`src/rtl/mul_div_if.sv`:
```
// rtl/mul_div_if.sv - issue/result bundle between the EX stage and the multiply/divide unit
//
// Purpose: groups the request and result signals of mul_div_unit.
// Ports (signals):
//   start, flush, op[1:0], operand_a, operand_b   request side (driven by EX)
//   busy, done, hi, lo, div_by_zero               result side (driven by the unit)
// Modports: master = EX stage, slave = mul_div_unit.
interface mul_div_if #(
   parameter int WIDTH = 16
);
   logic             start;
   logic             flush;
   logic [1:0]       op;
   logic [WIDTH-1:0] operand_a;
   logic [WIDTH-1:0] operand_b;
   logic             busy;
   logic             done;
   logic [WIDTH-1:0] hi;
   logic [WIDTH-1:0] lo;
   logic             div_by_zero;

   modport master (
      output start, flush, op, operand_a, operand_b,
      input  busy, done, hi, lo, div_by_zero
   );

   modport slave (
      input  start, flush, op, operand_a, operand_b,
      output busy, done, hi, lo, div_by_zero
   );
endinterface

```
`src/rtl/mul_div_unit.sv`:
```
// rtl/mul_div_unit.sv - iterative multiply/divide unit producing hi/lo/SR for the EX stage
//
// Purpose: one-bit-per-cycle shift-add multiplier and restoring divider on
//   unsigned magnitudes, with a final sign-correction cycle.
//   op: 00 MULU, 01 MUL signed, 10 DIVU, 11 DIV signed.
//   MUL: {hi,lo} = product.  DIV: lo = quotient, hi = remainder.
// Ports:
//   clk    in  rising-edge clock
//   rest   in  asynchronous active-low reset
//   bus    mul_div_if.slave (start/flush/op/operand_a/operand_b in,
//          busy/done/hi/lo/div_by_zero out, all outputs registered)
module mul_div_unit #(
   parameter int WIDTH = 16
) (
   input logic      clk,
   input logic      rest,
   mul_div_if.slave bus
);

   localparam int CntW = (WIDTH > 1) ? $clog2(WIDTH) : 1;
   localparam logic [CntW-1:0] cntLast = CntW'(WIDTH - 1);

   typedef enum logic [1:0] {
      IDLE  = 2'd0,
      CALC  = 2'd1,
      FIXUP = 2'd2,
      DONE  = 2'd3
   } stateType;

   stateType             state;
   logic [CntW-1:0]      counter;
   // MUL: acc = {partial product high, remaining multiplier bits}
   // DIV: acc = {partial remainder, dividend bits / quotient bits}
   logic [2*WIDTH-1:0]   acc;
   // MUL: multiplicand magnitude. DIV: divisor magnitude.
   logic [WIDTH-1:0]     opB;
   logic                 isDiv;
   logic                 negMain;   // negate product / quotient
   logic                 negRem;    // negate remainder (dividend negative)

   logic                 busyReg;
   logic                 doneReg;
   logic [WIDTH-1:0]     hiReg;
   logic [WIDTH-1:0]     loReg;
   logic                 dbzReg;

   // Request decode
   logic                 inSigned;
   logic [WIDTH-1:0]     magA;
   logic [WIDTH-1:0]     magB;

   always_comb begin
      inSigned = bus.op[0];
      magA     = (inSigned && bus.operand_a[WIDTH-1]) ? -bus.operand_a : bus.operand_a;
      magB     = (inSigned && bus.operand_b[WIDTH-1]) ? -bus.operand_b : bus.operand_b;
   end

   // One iteration step
   logic [WIDTH:0]       mulSum;
   logic [2*WIDTH-1:0]   mulNext;
   logic [WIDTH:0]       divTrial;
   logic [2*WIDTH-1:0]   divNext;
   logic [2*WIDTH-1:0]   accNext;

   always_comb begin
      // Shift-add: add multiplicand into the high half when the current
      // multiplier bit is set, then shift the whole pair right by one.
      mulSum  = {1'b0, acc[2*WIDTH-1:WIDTH]} + (acc[0] ? {1'b0, opB} : '0);
      mulNext = {mulSum, acc[WIDTH-1:1]};

      // Restoring divide: shift remainder/dividend left, try subtracting the
      // divisor from the top W+1 bits; keep the difference only if no borrow.
      divTrial = acc[2*WIDTH-1:WIDTH-1] - {1'b0, opB};
      if (!divTrial[WIDTH]) begin
         divNext = {divTrial[WIDTH-1:0], acc[WIDTH-2:0], 1'b1};
      end else begin
         divNext = {acc[2*WIDTH-2:0], 1'b0};
      end

      accNext = isDiv ? divNext : mulNext;
   end

   // Sign correction applied in FIXUP
   logic [2*WIDTH-1:0]   prodFix;
   logic [WIDTH-1:0]     quotFix;
   logic [WIDTH-1:0]     remFix;
   logic [WIDTH-1:0]     fixHi;
   logic [WIDTH-1:0]     fixLo;

   always_comb begin
      prodFix = negMain ? -acc : acc;
      quotFix = negMain ? -acc[WIDTH-1:0] : acc[WIDTH-1:0];
      remFix  = negRem  ? -acc[2*WIDTH-1:WIDTH] : acc[2*WIDTH-1:WIDTH];
      if (isDiv) begin
         fixHi = remFix;
         fixLo = quotFix;
      end else begin
         fixHi = prodFix[2*WIDTH-1:WIDTH];
         fixLo = prodFix[WIDTH-1:0];
      end
   end

   always_ff @(posedge clk or negedge rest) begin
      if (!rest) begin
         state   <= IDLE;
         counter <= '0;
         acc     <= '0;
         opB     <= '0;
         isDiv   <= 1'b0;
         negMain <= 1'b0;
         negRem  <= 1'b0;
         busyReg <= 1'b0;
         doneReg <= 1'b0;
         hiReg   <= '0;
         loReg   <= '0;
         dbzReg  <= 1'b0;
      end else begin
         doneReg <= 1'b0;
         case (state)
            IDLE: begin
               if (bus.start && !bus.flush) begin
                  isDiv   <= bus.op[1];
                  negMain <= inSigned & (bus.operand_a[WIDTH-1] ^ bus.operand_b[WIDTH-1]);
                  negRem  <= inSigned & bus.operand_a[WIDTH-1];
                  opB     <= bus.op[1] ? magB : magA;
                  acc     <= {{WIDTH{1'b0}}, (bus.op[1] ? magA : magB)};
                  counter <= '0;
                  busyReg <= 1'b1;
                  dbzReg  <= 1'b0;
                  if (bus.op[1] && (bus.operand_b == '0)) begin
                     // Divide by zero skips the iteration and commits at once.
                     state   <= DONE;
                     doneReg <= 1'b1;
                     loReg   <= '1;
                     hiReg   <= bus.operand_a;
                     dbzReg  <= 1'b1;
                  end else begin
                     state <= CALC;
                  end
               end
            end

            CALC: begin
               if (bus.flush) begin
                  state   <= IDLE;
                  busyReg <= 1'b0;
               end else begin
                  acc     <= accNext;
                  counter <= counter + 1'b1;
                  if (counter == cntLast) begin
                     state <= FIXUP;
                  end
               end
            end

            FIXUP: begin
               if (bus.flush) begin
                  state   <= IDLE;
                  busyReg <= 1'b0;
               end else begin
                  hiReg   <= fixHi;
                  loReg   <= fixLo;
                  doneReg <= 1'b1;
                  state   <= DONE;
               end
            end

            DONE: begin
               // Result already committed; flush has nothing left to cancel.
               state   <= IDLE;
               busyReg <= 1'b0;
            end

            default: begin
               state   <= IDLE;
               busyReg <= 1'b0;
            end
         endcase
      end
   end

   assign bus.busy        = busyReg;
   assign bus.done        = doneReg;
   assign bus.hi          = hiReg;
   assign bus.lo          = loReg;
   assign bus.div_by_zero = dbzReg;

endmodule
```
`src/flat_wrapper.sv`:
```
// flat-port wrapper written by rule: the top's interface ports become plain ports
module mul_div_unit_flat 
#(
   parameter int WIDTH = 16
)
  (clk, rest, bus_start, bus_flush, bus_op, bus_operand_a, bus_operand_b, bus_busy, bus_done, bus_hi, bus_lo, bus_div_by_zero);
  mul_div_if #(.WIDTH(WIDTH)) bus_i ();
  input logic clk;
  input logic rest;
  input wire logic [$bits(bus_i.start)-1:0] bus_start;
  input wire logic [$bits(bus_i.flush)-1:0] bus_flush;
  input wire logic [$bits(bus_i.op)-1:0] bus_op;
  input wire logic [$bits(bus_i.operand_a)-1:0] bus_operand_a;
  input wire logic [$bits(bus_i.operand_b)-1:0] bus_operand_b;
  output wire logic [$bits(bus_i.busy)-1:0] bus_busy;
  output wire logic [$bits(bus_i.done)-1:0] bus_done;
  output wire logic [$bits(bus_i.hi)-1:0] bus_hi;
  output wire logic [$bits(bus_i.lo)-1:0] bus_lo;
  output wire logic [$bits(bus_i.div_by_zero)-1:0] bus_div_by_zero;
  assign bus_i.start = bus_start;
  assign bus_i.flush = bus_flush;
  assign bus_i.op = bus_op;
  assign bus_i.operand_a = bus_operand_a;
  assign bus_i.operand_b = bus_operand_b;
  assign bus_busy = bus_i.busy;
  assign bus_done = bus_i.done;
  assign bus_hi = bus_i.hi;
  assign bus_lo = bus_i.lo;
  assign bus_div_by_zero = bus_i.div_by_zero;
  mul_div_unit #(.WIDTH(WIDTH)) u_core (.clk(clk), .rest(rest), .bus(bus_i));
endmodule
```
`config.mk`:
```
export PLATFORM = sky130hd
export DESIGN_NAME = mul_div_unit_flat
export DESIGN_NICKNAME = d
export VERILOG_FILES = /design/src/rtl/mul_div_if.sv /design/src/rtl/mul_div_unit.sv /design/src/flat_wrapper.sv
export SDC_FILE = /design/constraint.sdc
export NUM_CORES = 1
export LEC_CHECK = 0
export CAP_MARGIN = 25
export CORE_MARGIN = 5
export CORE_UTILIZATION = 45
export CTS_CLUSTER_DIAMETER = 200
export DETAILED_ROUTE_END_ITERATION = 7
export PLACE_DENSITY = 0.74
export SLEW_MARGIN = 10
export SYNTH_ARGS = -nofsm -noshare
export SYNTH_HDL_FRONTEND = slang
export SYNTH_SLANG_ARGS = --single-unit
```
`constraint.sdc`:
```
create_clock -name clk -period 4.2 [get_ports clk]
set_input_delay 0.84 -clock clk [delete_from_list [all_inputs] [get_ports clk]]
set_output_delay 0.84 -clock clk [all_outputs]
set_load 0.005 [all_outputs]
```
==> results of run 1 <==
[cell usage in the layout, fill, tap and decap left out, drive strengths merged, types with 4 or more instances in the layout]
master,n
nor2,97
nand2,95
dfrtp,92
o21ai,75
clkdlybuf4s50,71
a21oi,66
xor2,42
inv,42
ha,40
xnor2,39
a31oi,31
mux2i,30
buf,26
nor3,18
o31ai,15
a211oi,14
mux2,13
nand2b,12
nand3,11
or4,10
and2,9
a21o,9
clkbuf,9
or3,9
o41ai,8
a22oi,7
nor2b,7
o211ai,6
nand4,5
and3,5
a211o,5
o21a,5
a22o,5
o311ai,5
nor3b,4
[logic make-up after synthesis]
logic type	Yosys count	share of synthesized area, %
mux	43	5.84
flops	92	30.1
xor+xnor	81	9.27
simple gates	298	19.0
buf+inv	89	4.91
compound gates	276	23.8
fa+ha+maj	42	7.06
[how the worst max path moves through the flow]
stage,cells after the start,slack [ps],to
after floorplan,12,1120,u_core.acc[24]
after global placement,11,520,u_core.acc[24]
after detailed placement,12,410,u_core.acc[19]
after CTS,12,400,u_core.acc[19]
after global routing,12,120,u_core.acc[19]
final,12,340,u_core.acc[19]
[registers in the layout (all words and copies together) (netlist names)]
register,count
u_core.bus.lo,16
u_core.bus.hi,16
u_core.bus.done,1
u_core.opB,16
u_core.bus.div_by_zero,1
u_core.counter,4
u_core.state,2
u_core.negMain,1
u_core.acc,32
u_core.isDiv,1
u_core.negRem,1
u_core.bus.busy,1
[power breakdown]
group	internal, mW	total (mW)	switching, mW
combinational	1.86	4.08	2.22
sequential	1.25	1.69	0.438
clock	0.473	0.867	0.394
total	3.58	6.63	3.05
[worst register-to-register path: stages (launching register included)]
cell	delay, ps
dfrtp_1	480
inv_1	120
ha_1	220
fa_1	390
nand2b_1	190
a21oi_1	210
nor3_1	100
o31a_1	380
o21ai_2	280
xor2_2	730
buf_4	300
mux2i_1	230
o21ai_1	80
[metal layers]
layer	global-route usage (%)	up-vias	part of all wire (%)
met5	0	-	0
met4	7.04	0	2.5
met3	4.09	39	7.5
met2	34.2	281	43
met1	31.8	3379	47
li1	-	3444	-
[area by class of cell]
type / count / area (um2) / share of cell area, %
clock buffers: 9 / 225 / 2.51
multi-input cells: 740 / 4980 / 55.6
clock inverters: 7 / 81.3 / 0.908
repair buffers: 97 / 946 / 10.6
well taps: 220 / 275 / 3.07
inverters: 39 / 146 / 1.63
flip-flops and latches: 92 / 2300 / 25.7
==> results.yml, run 1 <==
grt:
  grt_pass1_wl_um: 35500
  grt.overflow.total: 0
  grt_pass1_vias: 6593
  antenna_found_initial: 0
  grt_max_degree: 67
  grt_usage_pct: 22.3
clocking:
  cts_root_buf: "clkbuf_16"
  cts_resized: 0
  cts_setup_buffers: 0
  cts_tree: "built"
  clk_latency_ps: 360
  htreeDepth: 3
  clk_pin_slew_ps: 70
  cts-hold-fix-buffers: 0
  ctsLongestPathBuffers: 2
  cts_made_buffers: 9
  clock_sinks: 92
critical_path:
  cp-start-kind: "register"
  cp.arrival_ps: 4080
  timing.critical_path.buf_inv: 2
  r2r-end: "u_core.acc[19]"
  cp_slowest_stage_delay_ps: 730
  cp_data_required_time_ps: 4420
  critPathTopFamily: "compound AO/OA/AOI/OAI gates"
  cp_slowest_cell: "xor2_2"
  rr_worst_depth: 12
  end_kind: "register"
  critPathMaxFanout: 15
  rr_startpoint: "u_core.acc[15]"
  rrSetupSlack_ps: 340
  crit_start: "u_core.acc[15]"
  worstSetupPathType: "register to register"
  crit_chain: "inv_1, ha_1, fa_1, nand2b_1, a21oi_1, nor3_1, o31a_1, o21ai_2, xor2_2, buf_4, mux2i_1, o21ai_1"
synthesis:
  yosysWarningCount: 0
  ys_ff_latch: 92
  synth_top_area_share_pct: 30.1
  postSynthNetCount: 1001
  synthTopCellsByCount: "nor2_1 (97), nand2_1 (95), dfrtp_1 (92)"
  synth.avg_cell_area_um2: 8.31
  async_reset_ff_share_pct: 100
  ys_types: 82
  syn_inst: 921
  yosysMostFrequentCell: "nor2_1"
  synth_edf_count: 0
  synthTopCellsByArea: "dfrtp_1 (30%), ha_1 (6.5%), xor2_1 (4.8%)"
  synth_area_leader_cell: "dfrtp_1"
  syn_area_mm2: 0.00765
  ys.flop_type: "dfrtp_1"
  ys_seq_area_share_pct: 30.1
detailed_routing:
  routed_wl_um: 22000
  vias: 7143
  drt-vias-per-instance: 5.93
  drtIter0Drc: 741
  drcViolationCount: 0
  wire_per_inst_um: 18.3
  postRouteAntennaNets: 0
  dr.pass1.iters: 5
placed_design:
  gp_congestion: 0.925
  dp_slack_ps: 415
  placement.cell_area_mm2: 0.00860
  placedCellCount: 1186
  port_buffers: 72
  dp_hpwl_um: 16900
timing:
  slew_headroom_pct: 40.4
  setup-violations-final: 0
  finalCriticalPeriod_ps: 3860
  tns_ps: 0
  skew_ps: 14.0
  final_max_slew_viol_count: 0
  fin_crit_sh_pct: 91.9
  hold_slack_ps: 479
  fmax_ghz: 0.259
  setup_ws_ps: 341
  rsz0062_at_grt: "false"
  hold_viol: 0
  worstMarginPinSlew_ps: 894
floorplan:
  ios: 73
  die_h_um: 140
  start_util_pct: 46.0
  coreArea_mm2: 0.0166
  die_area_mm2: 0.0197
  num_rows: 47
  die_w_um: 140
finish:
  nNetsFinal: 1059
  stdcell_count: 1204
  post-route-util_pct: 53.8
  final_area_mm2: 0.00896
  fill_cells: 1549
  antenna_cells: 0
  drive_above_1_share_pct: 7.93
  synthToLayoutAreaGrowth_pct: 17.1
power:
  pwr_density_cell_mw_per_mm2: 740
  power_leakage_nw: 3.83
  design_power_total_mw: 6.63
  ir_drop_mv: 0.344
hold_path:
  hold-path-endpoint: "u_core.bus.hi[6]"
  hold_path.startpoint: "u_core.bus.hi[6]"
  hold_path.class: "register to register"
  min_path_cells: 1
run:
  drv_cap: 0
outcome:
  status: "finished clean"
Power figures use the tool's default switching activity.
==> run 2, diff against run 1 <==
Settings changed: MAX_ROUTING_LAYER from default to met4, PLACE_DENSITY 0.74 to 0.65.
==> run 2 against run 1 <==
Net effect: first-iteration DRC count down 15%; combinational power down 1%; critical path depth unchanged; sequential power about the same; highest routed layer unchanged; clock skew down 3.7 ps; critical path type unchanged; clock power up 8.0%; sequential cell count unchanged.
==> results.yml, run 2 (same netlist as run 1, synthesis figures left out) <==
floorplan:
  num_rows: 47
  die_h_um: 140
  start_util_pct: 46.0
  coreArea_mm2: 0.0166
  die_w_um: 140
  ios: 73
  die_area_mm2: 0.0197
detailed_routing:
  drtIter0Drc: 628
  drt-vias-per-instance: 5.86
  dr.pass1.iters: 5
  drcViolationCount: 0
  routed_wl_um: 22500
  postRouteAntennaNets: 0
  vias: 7060
  wire_per_inst_um: 18.7
clocking:
  clk_pin_slew_ps: 70
  cts-hold-fix-buffers: 0
  ctsLongestPathBuffers: 2
  cts_made_buffers: 9
  cts_setup_buffers: 0
  cts_root_buf: "clkbuf_16"
  cts_resized: 0
  htreeDepth: 3
  clock_sinks: 92
  cts_tree: "built"
  clk_latency_ps: 350
placed_design:
  placement.cell_area_mm2: 0.00862
  gp_congestion: 0.894
  dp_slack_ps: 425
  port_buffers: 72
  dp_hpwl_um: 17300
  placedCellCount: 1189
grt:
  grt_usage_pct: 23.3
  grt_max_degree: 65
  grt_pass1_wl_um: 36000
  antenna_found_initial: 0
  grt.overflow.total: 0
  grt_pass1_vias: 6519
power:
  p_comb_share_pct: 60.6
  power.internal_mw: 3.61
  switchingPower_mw: 3.04
  pwr_density_cell_mw_per_mm2: 743
  p_clk_share_pct: 14.1
  ir_drop_mv: 0.355
  power_leakage_nw: 3.83
  sequentialPowerShare_pct: 25.4
  design_power_total_mw: 6.65
  switching_share_pct: 45.7
timing:
  skew_ps: 10.3
  fmax_ghz: 0.263
  hold_viol: 0
  finalCriticalPeriod_ps: 3800
  rsz0062_at_grt: "false"
  fin_crit_sh_pct: 90.5
  worstMarginPinSlew_ps: 861
  hold_slack_ps: 479
  setup-violations-final: 0
  slew_headroom_pct: 42.6
  tns_ps: 0
  setup_ws_ps: 400
  final_max_slew_viol_count: 0
critical_path:
  cp-start-kind: "register"
  critPathMaxFanout: 12
  cp_data_required_time_ps: 4420
  worstSetupPathType: "register to register"
  end_kind: "register"
  cp.arrival_ps: 4020
finish:
  multi_input_area_mm2: 0.00498
  antenna_cells: 0
  final_area_mm2: 0.00895
  final_common_cell: "nor2_1"
  nNetsFinal: 1060
  largest_reg_flops: 32
  final_cell_mix: "nor2_1 (97), nand2_1 (95), dfrtp_1 (92)"
  drive_above_1_share_pct: 8.02
  synthToLayoutAreaGrowth_pct: 17.0
  area.sequential_mm2: 0.00230
  post-route-util_pct: 53.8
  fill_cells: 1585
  largest_register: "u_core.acc"
  stdcell_count: 1205
run:
  drv_cap: 0
outcome:
  status: "finished clean"
hold_path:
  hold_path.class: "register to register"
## run 2: power groups by stage
stage | clock network, mW | logic, mW | registers, mW
3_3_place_gp | 0 | 3.95 | 1.69
4_1_cts | 0.944 | 4.01 | 1.68
2_1_floorplan | 0 | 2.97 | 1.56
3_5_place_dp | 0 | 3.99 | 1.69
5_1_grt | 0.974 | 4.44 | 1.74
6_report | 0.936 | 4.02 | 1.69
## run 2: final cells by class
class | count | share of cell area (%)
timing repair buffer | 98 | 10.2
clock buffer | 9 | 2.52
inverter | 39 | 1.64
tap | 220 | 3.08
multi-input combinational | 740 | 55.7
clock inverter | 7 | 1.17
sequential | 92 | 25.7
## run 2: worst paths after layout
check	start	to	slack (ps)	depth (start not counted)
worst min register to register	u_core.bus.hi[6]	u_core.bus.hi[6]	480	1
worst max-delay path	u_core.acc[15]	u_core.acc[19]	400	12
worst max register to register	u_core.acc[15]	u_core.acc[19]	400	12
max in group asynchronous	rest	u_core.opB[12]	2830	2
worst min-delay path	u_core.bus.hi[6]	u_core.bus.hi[6]	480	1
min in group asynchronous	rest	u_core.state[1]	580	1
## run 2: layer usage
metal	vias to the layer above	share of wire [%]	track usage (%)
met5	-	0	-
met2	249	43	33.6
met4	0	1.8	5.81
li1	3449	-	-
met3	30	6.5	3.03
met1	3332	49	34.7
## run 2: worst max-delay path: stages, from the launching register on
cell	delay [ps]
dfrtp_1	500
inv_1	120
ha_1	230
fa_1	380
nand2b_1	190
a21oi_1	210
nor3_1	100
o31a_1	380
o21ai_2	300
xor2_2	640
buf_4	320
mux2i_1	210
o21ai_1	80
